## config.mk

```make
export PLATFORM = sky130hd
export DESIGN_NAME = sdram_mc_fifo_ctrl
export DESIGN_NICKNAME = d
export VERILOG_FILES = /design/src/rtl/sdram_mc_fifo_ctrl.sv
export SDC_FILE = /design/constraint.sdc
export NUM_CORES = 1
export LEC_CHECK = 0
export BUFFER_PORTS_ARGS = -buffer_cell sky130_fd_sc_hd__buf_2
export CAP_MARGIN = 10
export CORE_MARGIN = 2
export CORE_UTILIZATION = 55
export DETAILED_ROUTE_END_ITERATION = 7
export PLACE_DENSITY_LB_ADDON = 0.12
export SLEW_MARGIN = 15
export SYNTH_ARGS = -nofsm -noshare
export SYNTH_HDL_FRONTEND = slang
export SYNTH_SLANG_ARGS = --single-unit
```

## constraint.sdc

```tcl
create_clock -name clk -period 18.7 [get_ports clk]
set_input_delay 3.74 -clock clk [delete_from_list [all_inputs] [get_ports clk]]
set_output_delay 3.74 -clock clk [all_outputs]
set_load 0.02 [all_outputs]
```

## src/rtl/sdram_mc_fifo_ctrl.sv

```systemverilog
// Multi-channel FIFO-to-SDRAM burst scheduler: round-robin arbitration over NCH user FIFOs,
// one burst in flight at a time, with a wrap-around address pointer per channel.
module sdram_mc_fifo_ctrl #(
  parameter int NCH        = 4,
  parameter int ADDR_W     = 24,
  parameter int LEN_W      = 10,
  parameter int LVL_W      = 11,
  parameter int FIFO_DEPTH = 1024
) (
  input  logic                  clk,
  input  logic                  rst_n,
  input  logic                  sdram_init_done,
  input  logic [NCH-1:0]        ch_mode,
  input  logic [NCH-1:0]        ch_en,
  input  logic [NCH*LVL_W-1:0]  ch_level,
  input  logic [NCH*ADDR_W-1:0] ch_minaddr,
  input  logic [NCH*ADDR_W-1:0] ch_maxaddr,
  input  logic [NCH*LEN_W-1:0]  ch_len,
  input  logic [NCH-1:0]        ch_load,
  output logic                  sdram_req,
  output logic                  sdram_rw,
  output logic [ADDR_W-1:0]     sdram_addr,
  output logic [LEN_W-1:0]      sdram_len,
  input  logic                  sdram_ack,
  input  logic                  sdram_done,
  output logic [NCH-1:0]        ch_grant,
  output logic [NCH-1:0]        ch_wrap,
  output logic                  busy
);
  // state    | meaning
  // S_IDLE   | no burst in flight; arbitrate among eligible channels
  // S_REQ    | sdram_req high with stable addr/len/rw, waiting for sdram_ack
  // S_BUSY   | burst accepted, waiting for sdram_done
  // S_UPDATE | advance or wrap the owner's pointer, release the grant

  localparam int IW = (NCH > 1) ? $clog2(NCH) : 1;
  localparam int CW = (LEN_W > LVL_W + 1) ? LEN_W : LVL_W + 1;
  localparam int SW = ADDR_W + 2;
  localparam logic [LVL_W:0] DEPTH_V = (LVL_W + 1)'(FIFO_DEPTH);

  typedef enum logic [1:0] {S_IDLE, S_REQ, S_BUSY, S_UPDATE} state_t;

  state_t            state;
  logic [ADDR_W-1:0] ptr [NCH];
  logic [NCH-1:0]    load_pend;
  logic [IW-1:0]     rr_last;
  logic [IW-1:0]     owner;

  logic [NCH-1:0]    elig;
  logic              win_found;
  logic [IW-1:0]     win;

  logic [ADDR_W-1:0] own_min;
  logic [ADDR_W-1:0] own_max;
  logic [LEN_W-1:0]  own_len;
  logic [SW-1:0]     nxt;
  logic [SW-1:0]     last;
  logic              wrap_cond;

  // Write channels need a full burst of data, read channels a full burst of free space.
  function automatic logic can_burst(input logic mode, input logic [LVL_W-1:0] lvl,
                                     input logic [LEN_W-1:0] len);
    logic [LVL_W:0] space;
    space = mode ? (DEPTH_V - {1'b0, lvl}) : {1'b0, lvl};
    return CW'(space) >= CW'(len);
  endfunction

  always_comb begin
    elig = '0;
    for (int i = 0; i < NCH; i++) begin
      elig[i] = ch_en[i] && sdram_init_done && !load_pend[i] && !ch_load[i] &&
                (ch_len[i*LEN_W +: LEN_W] != '0) &&
                can_burst(ch_mode[i], ch_level[i*LVL_W +: LVL_W], ch_len[i*LEN_W +: LEN_W]);
    end
  end

  always_comb begin
    win_found = 1'b0;
    win       = '0;
    for (int k = 1; k <= NCH; k++) begin
      if (!win_found && elig[IW'((int'(rr_last) + k) % NCH)]) begin
        win_found = 1'b1;
        win       = IW'((int'(rr_last) + k) % NCH);
      end
    end
  end

  assign own_min   = ch_minaddr[owner*ADDR_W +: ADDR_W];
  assign own_max   = ch_maxaddr[owner*ADDR_W +: ADDR_W];
  assign own_len   = ch_len[owner*LEN_W +: LEN_W];
  // Advance by the burst just done; the next burst must fit entirely below maxaddr.
  assign nxt       = SW'(ptr[owner]) + SW'(sdram_len);
  assign last      = nxt + SW'(own_len) - SW'(1);
  assign wrap_cond = last > SW'(own_max);

  always_ff @(posedge clk or negedge rst_n) begin
    if (!rst_n) begin
      state      <= S_IDLE;
      sdram_req  <= 1'b0;
      sdram_rw   <= 1'b0;
      sdram_addr <= '0;
      sdram_len  <= '0;
      ch_grant   <= '0;
      ch_wrap    <= '0;
      busy       <= 1'b0;
      load_pend  <= '0;
      rr_last    <= IW'(NCH - 1);
      owner      <= '0;
      for (int i = 0; i < NCH; i++) ptr[i] <= '0;
    end else begin
      ch_wrap <= '0;
      for (int i = 0; i < NCH; i++) begin
        if (ch_load[i]) begin
          if (state != S_IDLE && owner == IW'(i)) load_pend[i] <= 1'b1;
          else ptr[i] <= ch_minaddr[i*ADDR_W +: ADDR_W];
        end
      end
      case (state)
        S_IDLE: begin
          if (win_found) begin
            state      <= S_REQ;
            sdram_req  <= 1'b1;
            sdram_rw   <= ch_mode[win];
            sdram_addr <= ptr[win];
            sdram_len  <= ch_len[win*LEN_W +: LEN_W];
            ch_grant   <= NCH'(1) << win;
            owner      <= win;
            rr_last    <= win;
            busy       <= 1'b1;
          end
        end
        S_REQ: begin
          if (sdram_ack) begin
            sdram_req <= 1'b0;
            state     <= sdram_done ? S_UPDATE : S_BUSY;
          end
        end
        S_BUSY: begin
          if (sdram_done) state <= S_UPDATE;
        end
        S_UPDATE: begin
          // A deferred load wins over the increment and suppresses the wrap pulse.
          if (load_pend[owner] || ch_load[owner]) begin
            ptr[owner] <= own_min;
          end else if (wrap_cond) begin
            ptr[owner]     <= own_min;
            ch_wrap[owner] <= 1'b1;
          end else begin
            ptr[owner] <= nxt[ADDR_W-1:0];
          end
          load_pend[owner] <= 1'b0;
          ch_grant         <= '0;
          busy             <= 1'b0;
          state            <= S_IDLE;
        end
        default: state <= S_IDLE;
      endcase
    end
  end

endmodule
```

==> run metrics, run 1 <==
drt initial violations 1,294; reg2reg start owner[0]; nets 2,235; Rel. slew slack 17.5%; Yosys reg bits 151; synthesized area per cell 9.04 um2; largest net degree at the start of global routing 98; root buffer cell clkbuf_16; Final setup viols 0; CTS Buf Count 17; H-Tree Depth 4; Hold Crit Start sdram_addr[5]; post-CTS setup buffers 0; WHS Endpoint sdram_addr[5]; cts hold-fix bufs 0; Via density 6.25; RSZ-0062 raised after global routing no; Syn Inst Count 1,525; drt wl/cell 22.4 um; die width 162 um; GR Overflow Total 0; area of the mapped netlist 13,800 um2; register area share after synthesis 27.4%; Most used DFF post-synth dfrtp_1; first-pass GRT wire length 73,300 um; ys async rst share 100%; IO Count 338; # Max-Cap Violations 0; hold path cells 2; initial antenna violation count 3; EDFF count, synth 0; Slew Limit Fails 0; worst skew pair latency 0.44 ns; Routed Antenna Nets 0; Worst setup EP type flip-flop; Hold WC Path Type reg -> reg; First-pass DRT Iterations 6; row cnt 57; Arr. time, crit path 10.82 ns; Yosys warning count 0; CTS sink count 151; CP required 18.93 ns; share of layout cells above drive strength 1 26.9%; Post-Layout Cell Count 2,163; routability congestion estimate 0.989; status finished clean; final hold violations 0; flop2flop setup slack 8.65 ns; Worst Reg-to-Reg Cells 29; number of global-route vias before repair 13,400; Die Y 162 um; Area growth syn-to-layout 18.4%; Starting Density 56.3%; clock skew 0.0145 ns; gr usage total 36.5%; critical path type in -> reg; drt total wl 48,600 um; critical path peak fanout 21; TritonCTS clock tree done; area of the die 26,300 um2; Remaining DRCs 0; Netlist cell types 82; fin crit period 10.59 ns; CTS max path bufs 2; CTS resizes 0; IO Port Bufs 337; filler instances 2,063; Crit Reg-Reg Endpoint ptr[5]; Setup TNS 0 ns; via count 13,500; FMAX 94.4 MHz; DP HPWL 36,700 um; clk slew on worst S/H paths 0.07 ns; Post-Syn Nets 1,937; DP Cell Count 2,128; Critical Path Source Type primary input; Worst Max-Slew Pin Slew 1.24 ns; Tcrit/Tclk final 56.7%; core area 24,500 um2
## cell families (layout without fill, tap and decap cells)
kind of cell,Yosys count,after routing,synth area share [%]
AND/OR/NAND/NOR,407,407,14.0
AO/OA/AOI/OAI,357,357,19.4
buffers and inverters,285,596,8.03
flip-flops,151,151,27.4
multiplexers,129,129,14.8
adder cells (fa/ha/maj),119,119,10.9
XOR/XNOR,77,77,5.33
other,0,3,0
## layout make-up
| type | count | area [um2] | share of cell area, % |
|---|---|---|---|
| diodes | 3 | 7.51 | 0.0460 |
| multi-input cells | 1089 | 8920 | 54.6 |
| inverters | 214 | 803 | 4.92 |
| clock inverters | 14 | 181 | 1.11 |
| clock buffers | 18 | 429 | 2.63 |
| repair buffers | 350 | 1790 | 11.0 |
| well taps | 324 | 405 | 2.48 |
| flip-flops and latches | 151 | 3790 | 23.2 |
## flip-flops by register name (all words and copies together), names as in the netlist
register	count
owner	2
sdram_req	1
busy	1
ch_grant	4
ch_wrap	4
rr_last	2
state	2
load_pend	4
sdram_len	10
ptr	96
sdram_rw	1
sdram_addr	24
## worst max-delay path, stage by stage
cell and delay (ns):
buf_2 0.14, mux4_2 0.47, inv_1 0.07, ha_1 0.22
inv_1 0.10, ha_1 0.24, a21oi_1 0.18, o21ai_0 0.20
o22ai_1 0.31, o21a_1 0.23, a211oi_1 0.06, or3_1 0.39
a311oi_1 0.44, o21ai_0 0.13, a21o_1 0.19, a21oi_1 0.16
xnor2_1 0.09, ha_1 0.30, and4_1 0.19, nand3_1 0.10
nor4b_1 0.30, a21oi_1 0.24, nor4_4 1.03, and2_1 1.08
a221oi_1 0.22
## through the flow
step / cell area [um2] / util (%) / worst slack (ns) / hold WS (ns)
5_1_grt: 16300 / 66.7 / 7.63 / 0.518
3_3_place_gp: 15700 / 64.2 / 7.98 / 0.466
2_1_floorplan: 13800 / - / 9.46 / 0.463
3_5_place_dp: 15700 / 64.2 / 7.79 / 0.471
4_1_cts: 16300 / 66.7 / 8.20 / 0.490
6_report: 16300 / 66.7 / 8.11 / 0.487
## cell usage in the layout (no fill, tap or decap), drive strengths merged, types with 58 or more instances in the layout
cell type / Yosys / layout
buf: 25 / 350
inv: 214 / 222
nor2: 160 / 160
dfrtp: 149 / 149
ha: 117 / 117
nand2: 103 / 103
a221oi: 83 / 83
a21oi: 71 / 71
mux2i: 61 / 61
mux4: 58 / 58
## worst max-delay path by stage
stage | startpoint | end | cells past startpoint
after floorplan | ch_len[36] | ptr[42] | 25
after global placement | ch_len[22] | ptr[10] | 25
after detailed placement | ch_len[22] | ptr[12] | 25
after CTS | ch_len[22] | ptr[9] | 25
after global routing | ch_len[22] | ptr[6] | 25
final | ch_len[22] | ptr[5] | 25
## synth_stat cells, types with 4 or more instances
| master | count | area (um2) |
|---|---|---|
| inv_1 | 213 | 800 |
| nor2_1 | 160 | 601 |
| dfrtp_1 | 149 | 3730 |
| ha_1 | 117 | 1460 |
| nand2_1 | 103 | 387 |
| a221oi_1 | 72 | 631 |
| a21oi_1 | 71 | 355 |
| mux2i_1 | 60 | 601 |
| mux4_2 | 57 | 1280 |
| xnor2_1 | 49 | 429 |
| clkbuf_1 | 46 | 173 |
| o21ai_0 | 46 | 230 |
| o221ai_1 | 35 | 307 |
| a21o_1 | 31 | 233 |
| nand3_1 | 24 | 120 |
| nand2b_1 | 23 | 144 |
| xor2_1 | 23 | 201 |
| nor3_1 | 21 | 105 |
| o21a_1 | 17 | 128 |
| buf_1 | 12 | 45.0 |
| a221oi_2 | 11 | 165 |
| nor2b_1 | 11 | 68.8 |
| mux2_2 | 10 | 113 |
| nor4_1 | 10 | 62.6 |
| buf_2 | 9 | 45.0 |
| a211oi_1 | 8 | 60.1 |
| nand4_1 | 8 | 50.1 |
| o22ai_1 | 8 | 50.1 |
| o31ai_1 | 8 | 60.1 |
| and3_1 | 6 | 37.5 |
| nor3b_1 | 6 | 45.0 |
| or3_1 | 6 | 37.5 |
| a311oi_1 | 5 | 43.8 |
| and2_1 | 5 | 31.3 |
| or2_2 | 5 | 31.3 |
| a31oi_1 | 4 | 25.0 |
| a41oi_1 | 4 | 35.0 |
| o41ai_1 | 4 | 35.0 |
## per-layer routing
| metal | vias to the layer above | wire length [um] | track usage, % |
|---|---|---|---|
| li1 | 6127 | - | - |
| met1 | 6461 | 20000 | 50.3 |
| met2 | 803 | 21700 | 56.8 |
| met3 | 118 | 5080 | 7.66 |
| met4 | 0 | 1740 | 13.8 |
| met5 | - | 0 | 0 |
Power of run 1 is not shown: default switching activity piles up to over one toggle a cycle in this logic, so the estimate is an artifact.
==> run 2, diff against run 1 <==
--- a/config.mk
+++ b/config.mk
@@ -8,7 +8,7 @@
 export BUFFER_PORTS_ARGS = -buffer_cell sky130_fd_sc_hd__buf_2
 export CAP_MARGIN = 10
 export CORE_MARGIN = 2
-export CORE_UTILIZATION = 55
+export CORE_UTILIZATION = 50
 export DETAILED_ROUTE_END_ITERATION = 7
 export PLACE_DENSITY_LB_ADDON = 0.12
 export SLEW_MARGIN = 15
==> constraint.sdc (replaced) <==
create_clock -name clk -period 9.26 [get_ports clk]
set_input_delay 1.852 -clock clk [delete_from_list [all_inputs] [get_ports clk]]
set_output_delay 1.852 -clock clk [all_outputs]
set_load 0.02 [all_outputs]
==> run 2 against run 1 <==
  * Non-clock buffer count grew 22
  * Clock skew shrank 0.0051 ns
  * Routed wire length is essentially flat
  * Final cell count grew 1.8%
  * Global-route usage shrank 3.4 points
  * Worst setup slack lost 7.6 ns
  * Final area grew 0.85%
  * Critical path type is now reg -> reg
  * Highest routed layer unchanged
==> run metrics, run 2 (synthesized netlist as in run 1, its figures left out) <==
status finished clean (unchanged); uppermost layer routed met4 (unchanged); FMAX 115 MHz; WHS Endpoint sdram_addr[3] (was sdram_addr[5]); Final setup viols 0 (unchanged); Routed Antenna Nets 0 (unchanged); Starting Density 51.0% (was 56.3%); CP most frequent cell ha_1; IO Count 338 (unchanged); nets 2,257 (was 2,235); First-pass DRT Iterations 6 (unchanged); Die Y 170 um (was 162 um); clock skew 0.00935 ns (was 0.0145 ns); area of the die 28,900 um2 (was 26,300 um2); Slew Limit Fails 0 (unchanged); number of global-route vias before repair 13,200 (was 13,400); Post-Layout Cell Count 2,203 (was 2,163); Tcrit/Tclk final 94.1%; fin crit period 8.71 ns; CTS max path bufs 2 (unchanged); CP required 9.58 ns (was 18.93 ns); most frequent cells in the layout buf_2, inv_1, nor2_1 (unchanged); routed wl met3 4900 um (was 5080 um); filler instances 2,473 (was 2,063); GR Overflow Total 0 (unchanged); Area growth syn-to-layout 19.4% (was 18.4%); gr usage total 33.1% (was 36.5%); via count 13,500 (about the same); critical path peak fanout 23 (was 21); critical path type reg -> reg (was in -> reg); met2 WL 22,300 um (was 21,700 um); hold path cells 2 (unchanged); Worst Reg-to-Reg Cells 31 (was 29); Worst setup EP type flip-flop (unchanged); row cnt 60 (was 57); # Max-Cap Violations 0 (unchanged); wl on met1 19,900 um (was 20,000 um); Via density 6.15 (was 6.25); initial antenna violation count 4 (was 3); drt wl/cell 22.0 um (was 22.4 um); CTS Buf Count 17 (unchanged); reg2reg start owner[0] (unchanged); pre-CTS setup slack 0.237 ns (was 7.79 ns); root buffer cell clkbuf_16 (unchanged); Largest register FFs 96 (unchanged); die width 170 um (was 162 um); drt total wl 48,500 um (was 48,600 um); share of layout cells above drive strength 1 27.8% (was 26.9%); core area 27,000 um2 (was 24,500 um2); CTS sink count 151 (unchanged); H-Tree Depth 4 (unchanged); TritonCTS clock tree done (unchanged); Critical Path Source Type flip-flop (was primary input); final hold violations 0 (unchanged); most common cell after layout, fill and taps aside buf_2 (unchanged); Hold WC Path Type reg -> reg (unchanged); RSZ-0062 raised after global routing no (unchanged); Final WS setup 0.546 ns (was 8.11 ns); Largest Register ptr (unchanged); post-CTS setup buffers 0 (unchanged); biggest regs ptr x96, sdram_addr x24, sdram_len x10 (unchanged); DP HPWL 36,900 um (was 36,700 um); Arr. time, crit path 9.03 ns (was 10.82 ns); slowest CP cell dfrtp_4 (was and2_1); Hold Crit Start sdram_addr[3] (was sdram_addr[5]); Crit Reg-Reg Endpoint ptr[33] (was ptr[5]); Worst Max-Slew Pin Slew 1.22 ns (was 1.24 ns); clk slew on worst S/H paths 0.06 ns (was 0.07 ns); drt initial violations 1,212 (was 1,294); worst skew pair latency 0.43 ns (was 0.44 ns); Rel. slew slack 18.4% (was 17.5%); Setup TNS 0 ns (unchanged); IO Port Bufs 337 (unchanged); largest net degree at the start of global routing 82 (was 98); DP Cell Count 2,167 (was 2,128); first-pass GRT wire length 73,000 um (was 73,300 um); flop2flop setup slack 0.55 ns (was 8.65 ns); Remaining DRCs 0 (unchanged); CP max stage delay 0.72 ns (was 1.08 ns); routability congestion estimate 0.962 (was 0.989)
## run 2: changes by cell type in the layout (fill, tap and decap cells not counted), sizes merged
cell	change
buf	+22
clkinvlp	+5
clkinv	-1
diode	+1
bufinv	-1
inv	-7
clkbuf	+4
## run 2: worst max-delay path, delay by kind of cell (launching register included)
kind                       cells  cell delay, ns
DFF                            1            0.72
AOI/OAI and AO/OA             13            3.02
xor gates and xnor gates       2            0.49
muxes                          2            0.66
buffers and inverters          4            0.70
adders and majority gates      4            1.02
and+or+nand+nor                6            1.95
## run 2: per-layer routing
metal / vias to the layer above / track usage, %
met2: 757 / 53.8
met1: 6530 / 44.2
li1: 6174 / -
met3: 87 / 7.00
met4: 0 / 10.7
met5: - / 0
## run 2: what timing repair did
item | 4_1_cts | 5_1_grt
endpoints found under the setup margin | 0 | 55
gates resized for setup | 0 | 3
hold buffers | 0 | 0
## run 2: area by class of cell
class	count	area [um2]	area share (%)
Antenna cell	4	10.0	0.0608
Clock buffer	22	464	2.82
Clock inverter	10	97.6	0.593
Inverter	214	803	4.88
Multi-Input combinational cell	1089	8920	54.2
Sequential cell	151	3790	23.0
Tap cell	341	427	2.59
Timing Repair Buffer	372	1960	11.9
## run 2: metrics by stage
step	instance area [um2]	utilization [%]	hold WS, ns
floorplan	13800	-	0.463
global placement	15900	58.8	0.469
detailed placement	15900	58.8	0.468
CTS	16400	60.8	0.485
global route	16500	60.9	0.516
finish	16500	60.9	0.485
## run 2: worst max-delay path by stage
stage / from / cells after the start / endpoint
6_report: owner[0] / 31 / ptr[33]
5_1_grt: owner[0] / 31 / ptr[33]
3_5_place_dp: owner[0] / 29 / ptr[33]
2_1_floorplan: owner[0] / 34 / ptr[42]
3_3_place_gp: owner[0] / 29 / ptr[35]
4_1_cts: owner[0] / 29 / ptr[33]
Power of run 2 is left out for the same reason.
